<file path="config.mk">
export PLATFORM = sky130hd
export DESIGN_NAME = reg_access_arbiter
export DESIGN_NICKNAME = d
export VERILOG_FILES = /design/src/rtl/reg_access_arbiter.sv
export SDC_FILE = /design/constraint.sdc
export NUM_CORES = 1
export LEC_CHECK = 0
export ABC_AREA = 0
export CORE_ASPECT_RATIO = 1.1
export CORE_MARGIN = 5
export CORE_UTILIZATION = 40
export DETAILED_ROUTE_END_ITERATION = 8
export DONT_BUFFER_PORTS = 1
export GPL_TIMING_DRIVEN = 0
export PLACE_DENSITY = 0.65
export SYNTH_ARGS = -nofsm -noshare
export SYNTH_HDL_FRONTEND = slang
export SYNTH_SLANG_ARGS = --single-unit
</file>
<file path="constraint.sdc">
create_clock -name clk -period 3.1 [get_ports clk]
set_input_delay 0.465 -clock clk [delete_from_list [all_inputs] [get_ports clk]]
set_output_delay 0.465 -clock clk [all_outputs]
set_load 0.01 [all_outputs]
</file>
<file path="src/rtl/reg_access_arbiter.sv">
// reg_access_arbiter: round-robin arbiter of three masters onto one register-file port; REG_ARB_TIMEOUT_EN adds a reg_ack timeout
module reg_access_arbiter #(
  parameter int data_witdh  = 32,
  parameter int addr_witdh  = 5,
  parameter int ACK_TIMEOUT = 16
) (
  input  logic                    clk,
  input  logic                    reset,
  input  logic [2:0]              m_req,
  input  logic [2:0]              m_rw,
  input  logic [3*addr_witdh-1:0] m_addr,
  input  logic [3*data_witdh-1:0] m_wdata,
  output logic [2:0]              m_ack,
  output logic [2:0]              m_err,
  output logic [data_witdh-1:0]   m_rdata,
  output logic [2:0]              grant,
  output logic                    reg_req,
  output logic                    reg_rw,
  output logic [addr_witdh-1:0]   reg_addr,
  output logic [data_witdh-1:0]   reg_wdata,
  input  logic                    reg_ack,
  input  logic [data_witdh-1:0]   reg_rdata
);
  typedef enum logic [1:0] {IDLE, WAIT_ACK, DONE} state_t;
  state_t state_q, state_d;
  logic [1:0] ptr_q, ptr_d, c1, c2, win;
  logic [2:0] grant_q, grant_d, m_ack_q, m_ack_d;
  logic [data_witdh-1:0] m_rdata_q, m_rdata_d, reg_wdata_q, reg_wdata_d;
  logic [addr_witdh-1:0] reg_addr_q, reg_addr_d;
  logic reg_req_q, reg_req_d, reg_rw_q, reg_rw_d;
`ifdef REG_ARB_TIMEOUT_EN
  logic [7:0] cnt_q, cnt_d;
  logic [2:0] m_err_q, m_err_d;
  logic tmo;
  assign tmo = cnt_q == 8'(ACK_TIMEOUT - 1);
  assign m_err = m_err_q;
`else
  assign m_err = '0;
`endif
  if (ACK_TIMEOUT < 1 || ACK_TIMEOUT > 255) begin : g_bad_timeout
    $error("ACK_TIMEOUT must be in 1..255");
  end
  // ptr_q holds the last winner; search starts at the next requester and wraps back to it
  assign c1  = (ptr_q == 2'd2) ? 2'd0 : ptr_q + 2'd1;
  assign c2  = (c1 == 2'd2) ? 2'd0 : c1 + 2'd1;
  assign win = m_req[c1] ? c1 : m_req[c2] ? c2 : ptr_q;
  // next-state and registered-output computation
  always_comb begin
    state_d     = state_q;
    ptr_d       = ptr_q;
    grant_d     = grant_q;
    m_ack_d     = '0;
    m_rdata_d   = m_rdata_q;
    reg_req_d   = reg_req_q;
    reg_rw_d    = reg_rw_q;
    reg_addr_d  = reg_addr_q;
    reg_wdata_d = reg_wdata_q;
`ifdef REG_ARB_TIMEOUT_EN
    cnt_d   = cnt_q;
    m_err_d = '0;
`endif
    case (state_q)
      IDLE: if (|m_req) begin
        state_d     = WAIT_ACK;
        ptr_d       = win;
        grant_d     = 3'b001 << win;
        reg_req_d   = 1'b1;
        reg_rw_d    = m_rw[win];
        reg_addr_d  = m_addr[win*addr_witdh +: addr_witdh];
        reg_wdata_d = m_wdata[win*data_witdh +: data_witdh];
`ifdef REG_ARB_TIMEOUT_EN
        cnt_d = '0;
`endif
      end
      WAIT_ACK: if (reg_ack) begin
        state_d   = DONE;
        reg_req_d = 1'b0;
        m_ack_d   = grant_q;
        m_rdata_d = reg_rw_q ? reg_rdata : '0;
      end
`ifdef REG_ARB_TIMEOUT_EN
      else if (tmo) begin
        state_d   = DONE;
        reg_req_d = 1'b0;
        m_ack_d   = grant_q;
        m_err_d   = grant_q;
        m_rdata_d = '0;
      end else cnt_d = cnt_q + 8'd1;
`endif
      DONE: if (!reg_ack) begin
        state_d = IDLE;
        grant_d = '0;
      end
      default: state_d = IDLE;
    endcase
  end
  // state and output registers; reset leaves CPU (bit0) next in line
  always_ff @(posedge clk or posedge reset) begin
    if (reset) begin
      state_q     <= IDLE;
      ptr_q       <= 2'd2;
      grant_q     <= '0;
      m_ack_q     <= '0;
      m_rdata_q   <= '0;
      reg_req_q   <= 1'b0;
      reg_rw_q    <= 1'b0;
      reg_addr_q  <= '0;
      reg_wdata_q <= '0;
`ifdef REG_ARB_TIMEOUT_EN
      cnt_q   <= '0;
      m_err_q <= '0;
`endif
    end else begin
      state_q     <= state_d;
      ptr_q       <= ptr_d;
      grant_q     <= grant_d;
      m_ack_q     <= m_ack_d;
      m_rdata_q   <= m_rdata_d;
      reg_req_q   <= reg_req_d;
      reg_rw_q    <= reg_rw_d;
      reg_addr_q  <= reg_addr_d;
      reg_wdata_q <= reg_wdata_d;
`ifdef REG_ARB_TIMEOUT_EN
      cnt_q   <= cnt_d;
      m_err_q <= m_err_d;
`endif
    end
  end
  assign grant     = grant_q;
  assign m_ack     = m_ack_q;
  assign m_rdata   = m_rdata_q;
  assign reg_req   = reg_req_q;
  assign reg_rw    = reg_rw_q;
  assign reg_addr  = reg_addr_q;
  assign reg_wdata = reg_wdata_q;
endmodule

</file>
==> metrics.cfg, run 1 <==
[outcome]
outcome = finished clean

[power_and_ir_drop]
leakage_nw = 1.94
peakVddDrop_v = 0.000387
power_density_mw_per_mm2 = 1060

[grt]
grtUsageTotal_pct = 23.8
grt-ovfl-total = 0
grt_pass1_wl_um = 26500
antenna_found_initial = 0
grt_max_degree = 45
grt_pass1_vias = 4943

[setup_path]
critPathCaptureType = flop
worstPathRequired_ps = 3350
cp_max_fo = 10
crit_chain = buf_4, nand2b_1, clkbuf_1, nand3_1, a41oi_1
crit_type = reg2reg
slowest_delay_ps = 570
crit_slowest_cell = dfstp_2
crit_family = buffers and inverters
crit_buf_inv = 2
start_kind = flop
critPathArrivalTime_ps = 2080

[yosys]
yosysTopAreaCell = dfrtp_1
synth.distinct_cells = 36
synth_top_family_by_area = compound AO/OA/AOI/OAI gates
synthMuxAreaShare_pct = 0
synth_area_leaders = dfrtp_1 (43%), o211ai_1 (13%), a41oi_1 (7.1%)
synth-adder-area-share_pct = 0
synth_area_mm2 = 0.00469
yosys.area_share.simple_pct = 12.7
yosys_warnings = 0
postSynthAreaPerCell_um2 = 8.89
synth_top_cell_area_share_pct = 42.7
synth_ff_type = dfrtp_1
ys_seq_elements = 81
synth_compound_gate_area_share_pct = 35.7
postSynthCellCount = 527
synth_xor_area_share_pct = 0
synthArstFlopShare_pct = 100
seq_area_frac_synth_pct = 43.3
synth-edff-count = 0

[layout]
nets = 693
area.growth.synth_to_final_pct = 11.3
diodes = 0
layoutNonFillerInstCount = 696
layout-drive-gt1-share_pct = 11.9
fillers = 1112
postLayoutCellArea_mm2 = 0.00522

[sta]
fin_crit_sh_pct = 58.9
worstMarginPinSlew_ps = 565
layout_min_cycle_time_ps = 1830
setup_slack_ps = 1270
slew_violations = 0
rsz0062_at_grt = false
finalSetupViolations = 0
relSlewSlack_pct = 62.4
finClkSkew_ps = 12.6
finalHoldViolCount = 0
fin_tns_setup_ps = 0
fmax_mhz = 548

[cts]
post_cts_buffers = 0
cts_resized = 0
cts_sinks = 81
clock_latency_ps = 340
cts_tree = built
root_buffer = clkbuf_16
clk_transition_reported_paths_ps = 70
clockBufferDepth = 2
cts.htree.levels = 3
cts_buffers = 9
hold_buffers = 0

[worst_hold_path]
holdCritPathClass = in2async

[route]
drtAntennaViolNets = 0
vias_per_cell = 6.75
finalWirelength_um = 17000
drt_iter0_markers = 428
via_count = 4696
drc = 0
detail_route.first_pass.iterations = 5
avgRoutedWirePerCell_um = 24.4

[die]
fp.dieW_um = 113
die_h_um = 124
boundaryPins = 232
initial_core_util_pct = 40.8
coreArea_mm2 = 0.0115
die-area_mm2 = 0.0140
rows = 41

[place]
portBuffers = 0
dp.cells = 680
place_area_mm2 = 0.00491
place_congestion = 0.863
post-place-ws_ps = 1250
dp.final_hpwl_um = 12300

[flow_run]
cap_violations = 0

-- worst paths after layout --
| check | from | to | slack, ps | depth (start not counted) |
|---|---|---|---|---|
| max in group asynchronous | reset | reg_wdata[30] | 2450 | 2 |
| min | reset | reg_addr[0] | 50 | 1 |
| max | ptr_q[1] | reg_wdata[17] | 1270 | 5 |
| min reg2reg | m_rdata[27] | m_rdata[27] | 550 | 2 |
| min in group clk | m_req[1] | ptr_q[1] | 230 | 1 |
| max reg2reg | ptr_q[1] | reg_wdata[17] | 1270 | 5 |
-- cells in the final DEF (no fill, tap or decap), types with 3 or more instances in the layout --
cell type	instances
buf_2	21
o211ai_1	80
inv_1	4
nor2_1	5
o21ai_0	37
nand2b_1	4
clkbuf_1	33
buf_4	17
nand2_1	68
nand3_1	38
a211oi_1	38
clkbuf_16	9
dfrtp_1	80
a21oi_1	40
a41oi_1	38
conb_1	3
-- Yosys cell counts, types with 2 or more instances --
cell type	count
dfrtp_1	80
o211ai_1	80
nand2_1	68
a21oi_1	40
a211oi_1	38
a41oi_1	38
nand3_1	38
o21ai_0	37
clkbuf_1	33
buf_2	21
buf_4	17
inv_1	5
nor2_1	5
nand2b_1	4
nor3_2	2
-- sequential cells by signal, summed over array words and instances (netlist names) --
name	flops
grant	3
m_ack	3
reg_wdata	32
ptr_q	2
reg_addr	5
m_rdata	32
reg_req	1
state_q	2
reg_rw	1
-- worst reg2reg max path: stages (launching register included) --
cell      delay, ps
dfstp_2         570
buf_4           180
nand2b_1        160
clkbuf_1        420
nand3_1         150
a41oi_1         260
-- report_power, final --
| part | internal, mW | leakage, nW | switching [mW] |
|---|---|---|---|
| sequential | 1.58 | 0.985 | 0.634 |
| combinational | 0.818 | 0.804 | 1.42 |
| clock | 0.649 | 0.153 | 0.455 |
| total | 3.04 | 1.94 | 2.51 |
-- cell type report --
cell class / count / area (µm²) / area share, %
multi-input combinational: 371 / 2280 / 43.7
sequential: 81 / 2030 / 38.9
buffer: 72 / 368 / 7.05
clock buffer: 10 / 239 / 4.58
tap: 150 / 188 / 3.60
clock inverter: 6 / 66.3 / 1.27
timing repair buffer: 1 / 27.5 / 0.528
inverter: 5 / 21.3 / 0.408
-- routing by layer --
metal	wire length, µm	GRT usage, %	vias to the layer above
met3	2110	8.61	53
met4	458	10.7	0
met2	8010	38.0	341
li1	-	-	2047
met1	6400	28.8	2255
met5	0	0	-
-- stage by stage --
step,hold slack (ps),power (mW),util (%)
after floorplan,515,3.75,-
after global placement,534,4.35,42.5
after detailed placement,439,4.46,42.7
after CTS,65.9,5.57,45.4
after global routing,85.1,5.94,45.4
final,49.0,5.56,45.4
-- cell families (layout without fill, tap and decap cells) --
family          count (synthesis)  count (layout)
other cells                     1               3
flops                          81              81
compound gates                242             242
simple gates                  126             126
buf+inv                        77              94
Power figures use the tool's default switching activity.
==> inputs of run 2 (changes only) <==
clock period = 1.7 ns   (was 3.1 ns; I/O delays follow)
==> run 2 against run 1 <==
Non-clock buffer count grew 2. Sequential power grew 83%. Combinational power grew 92%. First-iteration DRC count grew 1.4%. Count of clock-buffer cells in the layout is the same. Clock power grew 95%. Highest routed layer unchanged. Fmax grew 11%. Global-route usage shrank 0.061 points. Critical path depth is the same. Final area grew 3.3%. Clock skew grew 0.71 ps.
==> metrics.cfg, run 2 (synthesized netlist as in run 1, its figures left out) <==
[layout]
layout_commonest_cell = o211ai_1
area.growth.synth_to_final_pct = 15.0
fin_util_pct = 46.9  ; +1.5 points
layout-drive-gt1-share_pct = 17.3  ; +5.4 points
final_cell_mix = o211ai_1 (80), dfrtp_1 (79), nand2_1 (68), a21oi_1 (40)
diodes = 0  ; unchanged
layoutNonFillerInstCount = 698  ; +0.29%
nets = 695  ; +0.29%

[place]
dp.final_hpwl_um = 12200  ; -0.31%
portBuffers = 0  ; unchanged
place_congestion = 0.859  ; -0.54%
dp.cells = 681  ; +0.15%
post-place-ws_ps = -109  ; -1360 ps

[route]
finalWirelength_um = 17000  ; +0.16%
vias_per_cell = 6.79  ; +0.61%
detail_route.first_pass.iterations = 5  ; unchanged
drtAntennaViolNets = 0  ; unchanged
drt_iter0_markers = 434  ; +1.4%
via_count = 4738  ; +0.89%
avgRoutedWirePerCell_um = 24.4  ; -0.12%
drc = 0  ; unchanged

[setup_path]
crit_type = reg2reg
cp_max_fo = 10  ; unchanged
critPathArrivalTime_ps = 1850  ; -230 ps
start_kind = flop
ff2ff_path_depth = 5  ; unchanged
r2r-start = state_q[0]
regToRegSetupSlack_ps = 50  ; -1220 ps
critPathCaptureType = flop
worstPathRequired_ps = 1900  ; -1450 ps
r2r-end = reg_wdata[6]

[cts]
cts_buffers = 9  ; unchanged
cts.htree.levels = 3  ; unchanged
root_buffer = clkbuf_16
clockBufferDepth = 2  ; unchanged
cts_sinks = 81  ; unchanged
clock_latency_ps = 340  ; about the same
cts_tree = built
clk_transition_reported_paths_ps = 70  ; about the same

[sta]
fin_crit_sh_pct = 97.0  ; +38 points
fin_hold_ws_ps = 25.4  ; -23.6 ps
setup_slack_ps = 51.3  ; -1220 ps
finClkSkew_ps = 13.3  ; +0.708 ps
finalSetupViolations = 0  ; unchanged
finalHoldViolCount = 0  ; unchanged
layout_min_cycle_time_ps = 1650  ; -177 ps
fmax_mhz = 607  ; +11%
slew_violations = 0  ; unchanged

[die]
rows = 41  ; unchanged
boundaryPins = 232  ; unchanged
initial_core_util_pct = 40.8  ; unchanged
fp.dieW_um = 113  ; unchanged
die_h_um = 124  ; unchanged
die-area_mm2 = 0.0140  ; unchanged
coreArea_mm2 = 0.0115  ; unchanged

[worst_hold_path]
hp-start = m_req[1]
holdPathEnd = ptr_q[1]
min_path_cells = 1
holdCritPathClass = in2reg

[power_and_ir_drop]
seq_power_share_pct = 38.5  ; -1.3 points
p_sw_mw = 4.60  ; +83%
power.share.clock_pct = 20.4  ; +0.5 points
combPwrFrac_pct = 41.0  ; +0.7 points
swShare_pct = 43.9  ; -1.3 points
peakVddDrop_v = 0.000755  ; +95%
power.internal_mw = 5.88  ; +93%
leakage_nw = 2.04  ; +5.3%
power_density_mw_per_mm2 = 1940  ; +83%

[grt]
grt_pass1_wl_um = 26400  ; -0.21%
met3_usage_pct = 7.10  ; -1.5 points
antenna_found_initial = 0  ; unchanged
grt-ovfl-total = 0  ; unchanged
grtUsageMet2_pct = 38.1  ; +0.15 points
grt_max_degree = 41  ; -8.9%
grtUsageTotal_pct = 23.7  ; -0.061 points
grt_pass1_vias = 4970  ; +0.55%
top_usage_layer = met2
grt_util_met1_pct = 29.0  ; +0.17 points

[outcome]
outcome = finished clean

[flow_run]
cap_violations = 0  ; unchanged

[run 2: power groups by stage]
stage               Clock (mW)  Combinational, mW  Sequential (mW)
floorplan                    0               3.06             3.78
global placement             0               3.88             4.05
detailed placement           0               4.06             4.06
CTS                       2.20               4.13             4.04
global route              2.27               4.76             4.15
finish                    2.14               4.30             4.04
[run 2: cell type report]
cell class                 count  area (µm²)
sequential                    81        2030
inverter                       5        22.5
clock buffer                  10         239
tap                          150         188
timing repair buffer           4        57.6
clock inverter                 6        90.1
fill                        1116        6100
buffer                        71         457
multi-input combinational    371        2310
[run 2: critical path, stage by stage (launching register included)]
cell and delay, ps:
dfrtp_2 430, or2_2 300, clkbuf_2 200, clkbuf_4 230, a211oi_1 210, a41oi_1 150
[run 2: metal layers]
layer / vias up / routed length, µm
li1: 2050 / -
met2: 335 / 8090
met5: - / 0
met4: 0 / 524
met1: 2294 / 6450
met3: 59 / 1940
[run 2: repair_timing]
action,CTS,global route
resized for setup,18,53
pin swaps,0,2
hold buffers,1,0
setup endpoints to repair,40,48
setup buffers,0,1
endpoints found under the hold margin,10,0
[run 2: through the flow]
stage                     power [mW]  TNS (ps)  instance area (µm²)
after CTS                       10.4         0                 5300
after global routing            11.2     -36.1                 5390
after detailed placement        8.12     -2470                 4930
after global placement          7.93      -709                 4890
final                           10.5         0                 5390
after floorplan                 6.84         0                 4700
[run 2: worst max path at each step]
stage,endpoint,from,slack (ps)
3_3_place_gp,reg_wdata[20],state_q[0],-70
5_1_grt,reg_wdata[17],state_q[0],-9
4_1_cts,reg_addr[2],ptr_q[1],4
6_report,reg_wdata[6],state_q[0],50
3_5_place_dp,reg_wdata[20],state_q[0],-110
2_1_floorplan,reg_wdata[10],ptr_q[1],230
